--- src/rtl/sd_cmd_arbiter.sv ---
// Two-requester command arbiter in front of sd_cmd_master: grant, issue, settle, wait, complete.
// Define SD_CMD_ARB_RR_EN for round-robin arbitration; the default is fixed priority (req1 wins).
`ifndef CMD_TIMEOUT_W
`define CMD_TIMEOUT_W 24
`endif
`ifndef INT_CMD_SIZE
`define INT_CMD_SIZE 5
`endif

module sd_cmd_arbiter (
  input  logic                      sd_clk,
  input  logic                      rst,
  input  logic                      req0_i,
  input  logic [13:0]               cmd0_i,
  input  logic [31:0]               arg0_i,
  input  logic [`CMD_TIMEOUT_W-1:0] tmo0_i,
  input  logic                      req1_i,
  input  logic [13:0]               cmd1_i,
  input  logic [31:0]               arg1_i,
  input  logic [`CMD_TIMEOUT_W-1:0] tmo1_i,
  output logic                      ack0_o,
  output logic                      ack1_o,
  output logic                      done0_o,
  output logic                      done1_o,
  output logic [`INT_CMD_SIZE-1:0]  status_o,
  output logic                      busy_o,
  output logic                      start_o,
  output logic [13:0]               command_o,
  output logic [31:0]               argument_o,
  output logic [`CMD_TIMEOUT_W-1:0] timeout_o,
  input  logic [`INT_CMD_SIZE-1:0]  int_status_i,
  output logic                      int_status_rst_o
);

  typedef enum logic [2:0] {
    S_IDLE   = 3'd0,
    S_ISSUE  = 3'd1,
    S_SETTLE = 3'd2,
    S_WAIT   = 3'd3,
    S_DONE   = 3'd4
  } state_t;

  state_t                    state_q, state_d;
  logic                      grant_q, grant_d;
  logic [13:0]               command_q, command_d;
  logic [31:0]               argument_q, argument_d;
  logic [`CMD_TIMEOUT_W-1:0] timeout_q, timeout_d;
  logic [`INT_CMD_SIZE-1:0]  status_q, status_d;
  logic                      pick1;

`ifdef SD_CMD_ARB_RR_EN
  logic last_grant_q, last_grant_d;

  // On contention the requester that was not granted last wins.
  assign pick1 = req1_i & (~req0_i | ~last_grant_q);

  always_comb begin
    last_grant_d = last_grant_q;
    if (state_q == S_IDLE && (req0_i || req1_i)) last_grant_d = pick1;
  end

  always_ff @(posedge sd_clk or posedge rst) begin
    if (rst) last_grant_q <= 1'b1;
    else     last_grant_q <= last_grant_d;
  end
`else
  assign pick1 = req1_i;
`endif

  always_comb begin
    state_d    = state_q;
    grant_d    = grant_q;
    command_d  = command_q;
    argument_d = argument_q;
    timeout_d  = timeout_q;
    status_d   = status_q;
    case (state_q)
      S_IDLE: begin
        if (req0_i || req1_i) begin
          grant_d    = pick1;
          command_d  = pick1 ? cmd1_i : cmd0_i;
          argument_d = pick1 ? arg1_i : arg0_i;
          timeout_d  = pick1 ? tmo1_i : tmo0_i;
          state_d    = S_ISSUE;
        end
      end
      S_ISSUE:  state_d = S_SETTLE;
      // int_status_i may still carry the previous command's completion here.
      S_SETTLE: state_d = S_WAIT;
      S_WAIT: begin
        if (int_status_i[0] || int_status_i[1]) begin
          status_d = int_status_i;
          state_d  = S_DONE;
        end
      end
      S_DONE:   state_d = S_IDLE;
      default:  state_d = S_IDLE;
    endcase
  end

  always_ff @(posedge sd_clk or posedge rst) begin
    if (rst) begin
      state_q    <= S_IDLE;
      grant_q    <= 1'b0;
      command_q  <= '0;
      argument_q <= '0;
      timeout_q  <= '0;
      status_q   <= '0;
    end else begin
      state_q    <= state_d;
      grant_q    <= grant_d;
      command_q  <= command_d;
      argument_q <= argument_d;
      timeout_q  <= timeout_d;
      status_q   <= status_d;
    end
  end

  assign start_o          = (state_q == S_ISSUE);
  assign ack0_o           = (state_q == S_ISSUE) & ~grant_q;
  assign ack1_o           = (state_q == S_ISSUE) &  grant_q;
  assign done0_o          = (state_q == S_DONE)  & ~grant_q;
  assign done1_o          = (state_q == S_DONE)  &  grant_q;
  assign int_status_rst_o = (state_q == S_DONE);
  assign busy_o           = (state_q != S_IDLE);
  assign status_o         = status_q;
  assign command_o        = command_q;
  assign argument_o       = argument_q;
  assign timeout_o        = timeout_q;

endmodule

--- config.mk ---
export PLATFORM = sky130hd
export DESIGN_NAME = sd_cmd_arbiter
export DESIGN_NICKNAME = d
export VERILOG_FILES = /design/src/rtl/sd_cmd_arbiter.sv
export SDC_FILE = /design/constraint.sdc
export NUM_CORES = 1
export LEC_CHECK = 0
export BUFFER_PORTS_ARGS = -buffer_cell sky130_fd_sc_hd__buf_4
export CELL_PAD_IN_SITES_DETAIL_PLACEMENT = 1
export CELL_PAD_IN_SITES_GLOBAL_PLACEMENT = 1
export CORE_ASPECT_RATIO = 0.6
export CORE_MARGIN = 4
export CORE_UTILIZATION = 32
export CTS_BUF_LIST = sky130_fd_sc_hd__clkbuf_4 sky130_fd_sc_hd__clkbuf_8
export DETAILED_ROUTE_END_ITERATION = 10
export GPL_TIMING_DRIVEN = 1
export PLACE_DENSITY = 0.82
export SLEW_MARGIN = 15
export SYNTH_ARGS = -nofsm -noshare
export SYNTH_HDL_FRONTEND = slang
export SYNTH_SLANG_ARGS = --single-unit
--- constraint.sdc ---
create_clock -name sd_clk -period 2.4 [get_ports sd_clk]
set_input_delay 0.36 -clock sd_clk [delete_from_list [all_inputs] [get_ports sd_clk]]
set_output_delay 0.36 -clock sd_clk [all_outputs]
set_load 0.03 [all_outputs]
# Yosys cells after proc, flatten, opt, wreduce, memory -nomap -nowiden
# Cells that the tools add are included.
# Widths: inputs -> output; s select.
[totals] ff_bits=79 output_inout_bits=82
[op_classes] n_eq_ne=6 muxes=6 bitwise=5 n_reduce_logical=7
[ops] op="$mux 32" count=1
[ops] op="$mux 24" count=1
[ops] op="$mux 14" count=1
[ops] op="$pmux 3 s4" count=1
[ops] op="$eq 3x2->1 const B" count=2
[ops] op="$mux 3" count=2
[ops] op="$reduce_and 2->1" count=3
[ops] op="$and 1x1->1" count=4
[ops] op="$ne 2x2->1 const B" count=2
[ops] op="$eq 3x1->1 const B" count=1
[ops] op="$eq 3x3->1 const B" count=1
[ops] op="$logic_not 3->1" count=1
[ops] op="$reduce_bool 3->1" count=1
[ops] op="$logic_or 1x1->1" count=2
[ops] op="$not 1->1" count=1

# Logic depth before layout (Yosys ltp)
# Gate-level depths: netlist of run 1.
[logic_depth] word_depth=3 depth_mapped=5

# Worst setup path after synthesis of run 1
# OpenSTA, ideal clock, no wires.
[synth_path] path_type="register -> output" start="register state_q[1]" end="output ack0_o" arrival_ps=1828 setup_slack_ps=212 stages_incl_launch_ff=3 path_buffers=0 cell_sequence="dfrtp_1 > nor3b_1 > nor2b_1"
[synth_between] elab_chain_len=2
[synth_lines] item="start, declared" line_no="43" rtl="state_t state_q, state_d;"
[synth_lines] item="start signal, assigned" line_no="110" rtl="state_q <= state_d;"
[synth_lines] item="$eq 3x1->1"
[synth_lines] item="net start_o" line_no="27" rtl="output logic start_o,"
[synth_lines] item="$and 1x1->1" line_no="120" rtl="assign ack0_o = (state_q == S_ISSUE) & ~grant_q;"
[synth_lines] item="end, declared" line_no="21" rtl="output logic ack0_o,"
# The timed path passes the listed nets, and every way through them passes these cells.

# Worst setup path in the final report of run 1
[layout_path] start="register state_q[1]" end="output ack0_o"
[layout_between] elab_chain_len=2
[layout_lines] item="$eq 3x1->1" line_no="120"
[layout_lines] item="$and 1x1->1" line_no="120"
# Every way passes these cells.

==> flow_summary.json, run 1 <==
{
  "end_kind": "output pin",
  "cap_viol_max_count": 0,
  "syn-num-nets": 412,
  "whs_ps": 251.7,
  "dp_hpwl_mm": 9.428,
  "finClkSkew_ps": 6.960,
  "status": "completed",
  "min_from": "int_status_i[2]",
  "synth_top_cells_by_count": "dfrtp_1 (79), mux2_2 (73), mux2_4 (70), buf_12 (7), clkbuf_1 (6)",
  "r2r-start": "state_q[1]",
  "synth_area_leaders": "dfrtp_1 (47%), mux2_4 (25%), mux2_2 (20%), buf_12 (3.3%), clkbuf_1 (0.54%)",
  "synthArstFlopShare_pct": 100.0,
  "syn_area_per_cell_um2": 15.97,
  "synthToLayoutAreaGrowth_pct": 48.41,
  "worst_hold_path.endpoint": "status_o[2]",
  "ys_types": 25,
  "grt_pass1_wl_mm": 19.23,
  "dieArea_mm2": 0.01508,
  "final_core_util_pct": 48.50,
  "ys.flop_type": "dfrtp_1",
  "multi_input_area_mm2": 0.002041,
  "h-tree-depth": 3,
  "antenna_found_initial": 0,
  "critical_path_arrival_ps": 1580,
  "whs_path_depth": 2,
  "drt-total-wl_mm": 12.12,
  "pin_count": 231,
  "place_congestion": 0.7544,
  "synth_area_mm2": 0.004200,
  "antenna_cells": 0,
  "fmax_mhz": 515.1,
  "crit_fanout": 6,
  "finish.instance_area_mm2": 0.006233,
  "preCtsSetupSlack_ps": 479.8,
  "finalHoldViolCount": 0,
  "fin_crit_sh_pct": 80.90,
  "finalSetupViolations": 0,
  "wl_per_cell_um": 18.12,
  "grt_usage_pct": 15.92,
  "cts_buffer_depth": 2,
  "die_w_um": 155.9,
  "dp_cells": 652,
  "postRouteAntennaNets": 0,
  "maxSlewViolCount": 0,
  "drc": 0,
  "numClockSinks": 79,
  "post_dp_cell_area_mm2": 0.006050,
  "gr-total-overflow": 0,
  "ir_drop_v": 0.0005275,
  "coreArea_mm2": 0.01285,
  "rrSetupSlack_ps": 480,
  "fin_nets": 643,
  "die_h_um": 96.75,
  "power.total_mw": 8.245,
  "drive_gt1_share_pct": 80.16,
  "ys_ff_latch": 79,
  "fin_ws_ps": 458.5,
  "initial_core_util_pct": 32.68,
  "grt_pass1_vias": 3446,
  "hp-class": "in -> reg",
  "period_needed_ps": 1942,
  "r2r_cells": 5,
  "cts_setup_buffers": 0,
  "first_iter_violations": 111,
  "cts_made_buffers": 9,
  "slew_headroom_pct": 70.39,
  "layoutNonFillerInstCount": 669,
  "clock_latency_ps": 330,
  "dr.pass1.iters": 4,
  "vias": 3006,
  "seqCellArea_mm2": 0.001977,
  "synth_edf_count": 0,
  "fp-row-count": 32,
  "n_fill_cell": 1370,
  "path_class": "reg -> out",
  "yosysSeqAreaShare_pct": 47.07,
  "power.density_mw_per_mm2": 1323,
  "synth_area_leader_cell": "dfrtp_1",
  "cts-resized-gates": 0,
  "ys.warnings.count": 0,
  "numPortBuffers": 230,
  "finalSetupTns_ps": 0,
  "clk_pin_slew_ps": 80,
  "cts_tree": "yes",
  "rsz0062_at_grt": "no",
  "synthCells": 263,
  "critical_path_required_ps": 2040,
  "worstMarginPinSlew_ps": 443.7,
  "grt_max_degree": 72,
  "yosysMostFrequentCell": "dfrtp_1",
  "start_kind": "flip-flop",
  "ctsRootBufferMaster": "clkbuf_8",
  "r2r_end": "timeout_o[23]",
  "yosys.area.top_type_share_pct": 47.07,
  "via_per_inst": 4.493,
  "leakage_nw": 3.035
}
==> kinds of logic (layout without fill, tap and decap cells) <==
kind of cell    after synthesis  in the layout  synth area share, %
mux                         143            143                44.59
simple gates                 17             17                2.830
flops                        79             79                47.07
buf+inv                      18            254                4.349
compound gates                6              6                1.162
==> where the power goes <==
group	internal [mW]	switching (mW)
Clock	0.397	0.484
Sequential	2.03	0.482
Combinational	2.40	2.46
==> cell type report <==
class	instances	share of cell area [%]
Multi-Input combinational cell	166	32.74
Sequential cell	79	31.71
Timing Repair Buffer	235	29.14
Tap cell	170	3.412
Clock buffer	11	2.228
Clock inverter	5	0.5620
Inverter	3	0.2007
==> routing by layer <==
| layer | wire length [um] | global-route usage (%) | share of wire, % |
|---|---|---|---|
| met1 | 5079 | 20.27 | 42 |
| met2 | 6003 | 26.83 | 50 |
| met3 | 961 | 5.230 | 7.9 |
| met4 | 76 | 2.623 | 0.63 |
| met5 | 0 | 0 | 0 |
==> what timing repair did <==
action	in CTS	in global routing
hold buffers	1	0
endpoints found under the hold margin	12	0
endpoints found under the setup margin	0	0
==> worst max-delay path, stage by stage (launching register included) <==
cell and delay (ps):
dfrtp_1 470, nor3b_1 420, nor2b_1 190, buf_4 170
==> worst max path at each step <==
stage	from	endpoint	depth (start not counted)
finish	state_q[1]	ack0_o	3
global route	state_q[0]	ack0_o	3
CTS	state_q[0]	ack0_o	3
detailed placement	state_q[1]	timeout_o[23]	5
global placement	state_q[1]	argument_o[29]	5
floorplan	rst	argument_o[0]	1
==> state kept, by name (all words and copies together) (netlist names) <==
signal      count
argument_o     32
command_o      14
status_o        5
timeout_o      24
state_q         3
grant_q         1
==> placed cells by master (no fill, tap or decap), types with 2 or more instances in the layout <==
cell type	instances
mux2_4	70
nor2b_1	2
a22o_1	2
buf_4	230
nand2_1	3
nor2_1	3
mux2_2	73
dfrtp_1	79
clkinvlp_4	4
clkinv_2	2
and2_1	2
clkbuf_8	9
clkbuf_4	2
buf_12	4
Note: power is estimated with default switching activity, not from simulation.
==> run 2, diff against run 1 <==
ABC_AREA = 1   (was not set)
CORE_UTILIZATION = 30   (was 32)
PLACE_DENSITY = 0.86   (was 0.82)
clock period = 1.9 ns   (was 2.4 ns; I/O delays follow)
==> flow_summary.json, run 2 <==
{
  "status": "completed",
  "finalHoldViolCount": 0,
  "gr-usage-met1_pct": 23.87,
  "hold_buffers": 0,
  "hp-class": "in -> async",
  "synth_area_leader_cell": "dfrtp_1",
  "cp_num_buf_inv": 1,
  "path_cells": "nor2_4 > nand2_1 > nor2_1 > buf_4",
  "vias": 4544,
  "antenna_found_initial": 0,
  "clock_latency_ps": 350,
  "clk_pin_slew_ps": 80,
  "yosys.area.top_type_share_pct": 48.86,
  "numPortBuffers": 230,
  "largest_reg_flops": 32,
  "cap_viol_max_count": 0,
  "yosysSeqAreaShare_pct": 48.86,
  "grt_max_degree": 80,
  "synth_edf_count": 0,
  "synth_top_cells_by_count": "nand2_1 (375), dfrtp_1 (79), nand3_1 (71), buf_2 (18), clkbuf_1 (11)",
  "ctsRootBufferMaster": "clkbuf_8",
  "synthArstFlopShare_pct": 100.0,
  "multi_input_area_mm2": 0.001853,
  "period_needed_ps": 1769,
  "critical_path_arrival_ps": 1480,
  "dp_cells": 960,
  "met3_usage_pct": 7.795,
  "crit_slowest_cell": "dfrtp_1",
  "syn-num-nets": 735,
  "maxSlewViolCount": 0,
  "finalSetupTns_ps": 0,
  "gr-total-overflow": 0,
  "synthCells": 586,
  "synthToLayoutAreaGrowth_pct": 50.65,
  "dp_hpwl_mm": 11.64,
  "die_h_um": 97.96,
  "fp-row-count": 32,
  "coreArea_mm2": 0.01301,
  "max_stage_delay_ps": 490,
  "yosysMostFrequentCell": "nand2_1",
  "n_fill_cell": 1684,
  "drc": 0,
  "fin_crit_sh_pct": 93.12,
  "critical_path_required_ps": 1620,
  "leakage_nw": 3.623,
  "antenna_cells": 0,
  "cts_made_buffers": 9,
  "ys_ff_latch": 79,
  "drive_gt1_share_pct": 32.46,
  "rsz0062_at_grt": "no",
  "h-tree-depth": 3,
  "whs_ps": 46.26,
  "layoutNonFillerInstCount": 974,
  "grt_pass1_vias": 4882,
  "place_congestion": 0.8287,
  "finish.instance_area_mm2": 0.006096,
  "dr.pass1.iters": 4,
  "post_dp_cell_area_mm2": 0.005906,
  "slew_headroom_pct": 49.63,
  "cts_tree": "yes",
  "synth_area_leaders": "dfrtp_1 (49%), nand2_1 (35%), nand3_1 (8.8%), buf_2 (2.2%), buf_4 (1.3%)",
  "cts_setup_buffers": 0,
  "synth_area_mm2": 0.004046,
  "fin_nets": 950,
  "ys.flop_type": "dfrtp_1",
  "start_kind": "flip-flop",
  "wl_per_cell_um": 15.76,
  "syn_area_per_cell_um2": 6.905,
  "end_kind": "output pin",
  "finalSetupViolations": 0,
  "grt_usage_pct": 19.73,
  "seqCellArea_mm2": 0.001977,
  "via_per_inst": 4.665,
  "cts_buffer_depth": 2,
  "finClkSkew_ps": 13.28,
  "numClockSinks": 79,
  "path_class": "reg -> out",
  "power.density_mw_per_mm2": 1529,
  "grt_pass1_wl_mm": 24.65,
  "first_iter_violations": 169,
  "die_w_um": 157.9,
  "fmax_mhz": 565.2,
  "layout_commonest_cell": "nand2_1",
  "met2_usage_pct": 33.93,
  "postRouteAntennaNets": 0,
  "drt-total-wl_mm": 15.35,
  "ys.warnings.count": 0,
  "worstMarginPinSlew_ps": 755.5,
  "ys_types": 15,
  "crit_family": "flip-flops",
  "final_core_util_pct": 46.85,
  "layout_common_cells": "nand2_1 (375), buf_4 (238), dfrtp_1 (79), nand3_1 (71), clkbuf_8 (10)",
  "ir_drop_v": 0.0005851,
  "crit_fanout": 6,
  "pin_count": 231,
  "top_usage_layer": "met2",
  "dieArea_mm2": 0.01547,
  "initial_core_util_pct": 31.10
}
## run 2: cell types whose count changed after synthesis, moves of 5 or more
cell,previous run,this run
buf_12,7,0
buf_2,1,18
buf_4,0,7
clkbuf_1,6,11
inv_1,2,8
mux2_2,73,0
mux2_4,70,0
nand2_1,3,375
nand3_1,0,71
nor2_1,3,9
## run 2: what timing repair did
| action | in CTS | in global routing |
|---|---|---|
| endpoints found under the setup margin | 0 | 2 |
| resized for setup | 0 | 1 |
| hold endpoints to repair | 0 | 0 |
## run 2: path summary, 6_finish.rpt
kind                            cells after the start            start              to  slack, ps
worst max-delay path                                4       state_q[1]         done1_o        130
worst min-delay path                                3              rst   command_o[13]         50
worst max register to register                      5       state_q[1]  argument_o[16]        380
worst min register to register                      2   argument_o[20]  argument_o[20]        480
max in group asynchronous                           3              rst  argument_o[18]       1490
min in group sd_clk                                 3  int_status_i[3]     status_o[3]        130
## run 2: layout make-up
type	instances	area share (%)
Clock buffer	10	2.258
Clock inverter	4	0.7800
Inverter	10	0.6773
Multi-Input combinational cell	461	30.40
Sequential cell	79	32.43
Tap cell	170	3.489
Timing Repair Buffer	240	29.97
## run 2: per-stage QoR
step	power, mW	setup slack [ps]
3_5_place_dp	8.167	353.0
2_1_floorplan	6.017	506.6
3_3_place_gp	7.964	418.3
5_1_grt	9.982	51.88
4_1_cts	9.454	2.385
6_report	9.320	130.8
## run 2: power by group
| group | switching (mW) | internal, mW |
|---|---|---|
| Clock | 0.617 | 0.625 |
| Sequential | 0.519 | 2.46 |
| Combinational | 3.32 | 1.78 |
| Total | 4.46 | 4.86 |
## run 2: cells by family (layout without fill, tap and decap cells)
group           after synthesis  count (layout)  share of synthesized area [%]
flops                        79              79                          48.86
buf+inv                      46             264                          5.473
compound gates                1               1                         0.1856
simple gates                460             460                          45.49
## run 2: metal layers
layer  up-vias  part of all wire [%]  routed length, um
met1      2156                    41               6354
met5         -                     0                  0
met2       156                    48               7424
met4         0                  0.57                 87
li1       2222                     -                  -
met3        10                   9.7               1487
## run 2: worst reg2reg max path, cell delays in order, from the launching register on
cell and delay [ps]:
dfrtp_1 520, nor2_4 100, nand3_2 90, buf_4 470, nand2_1 170, nand2_1 100
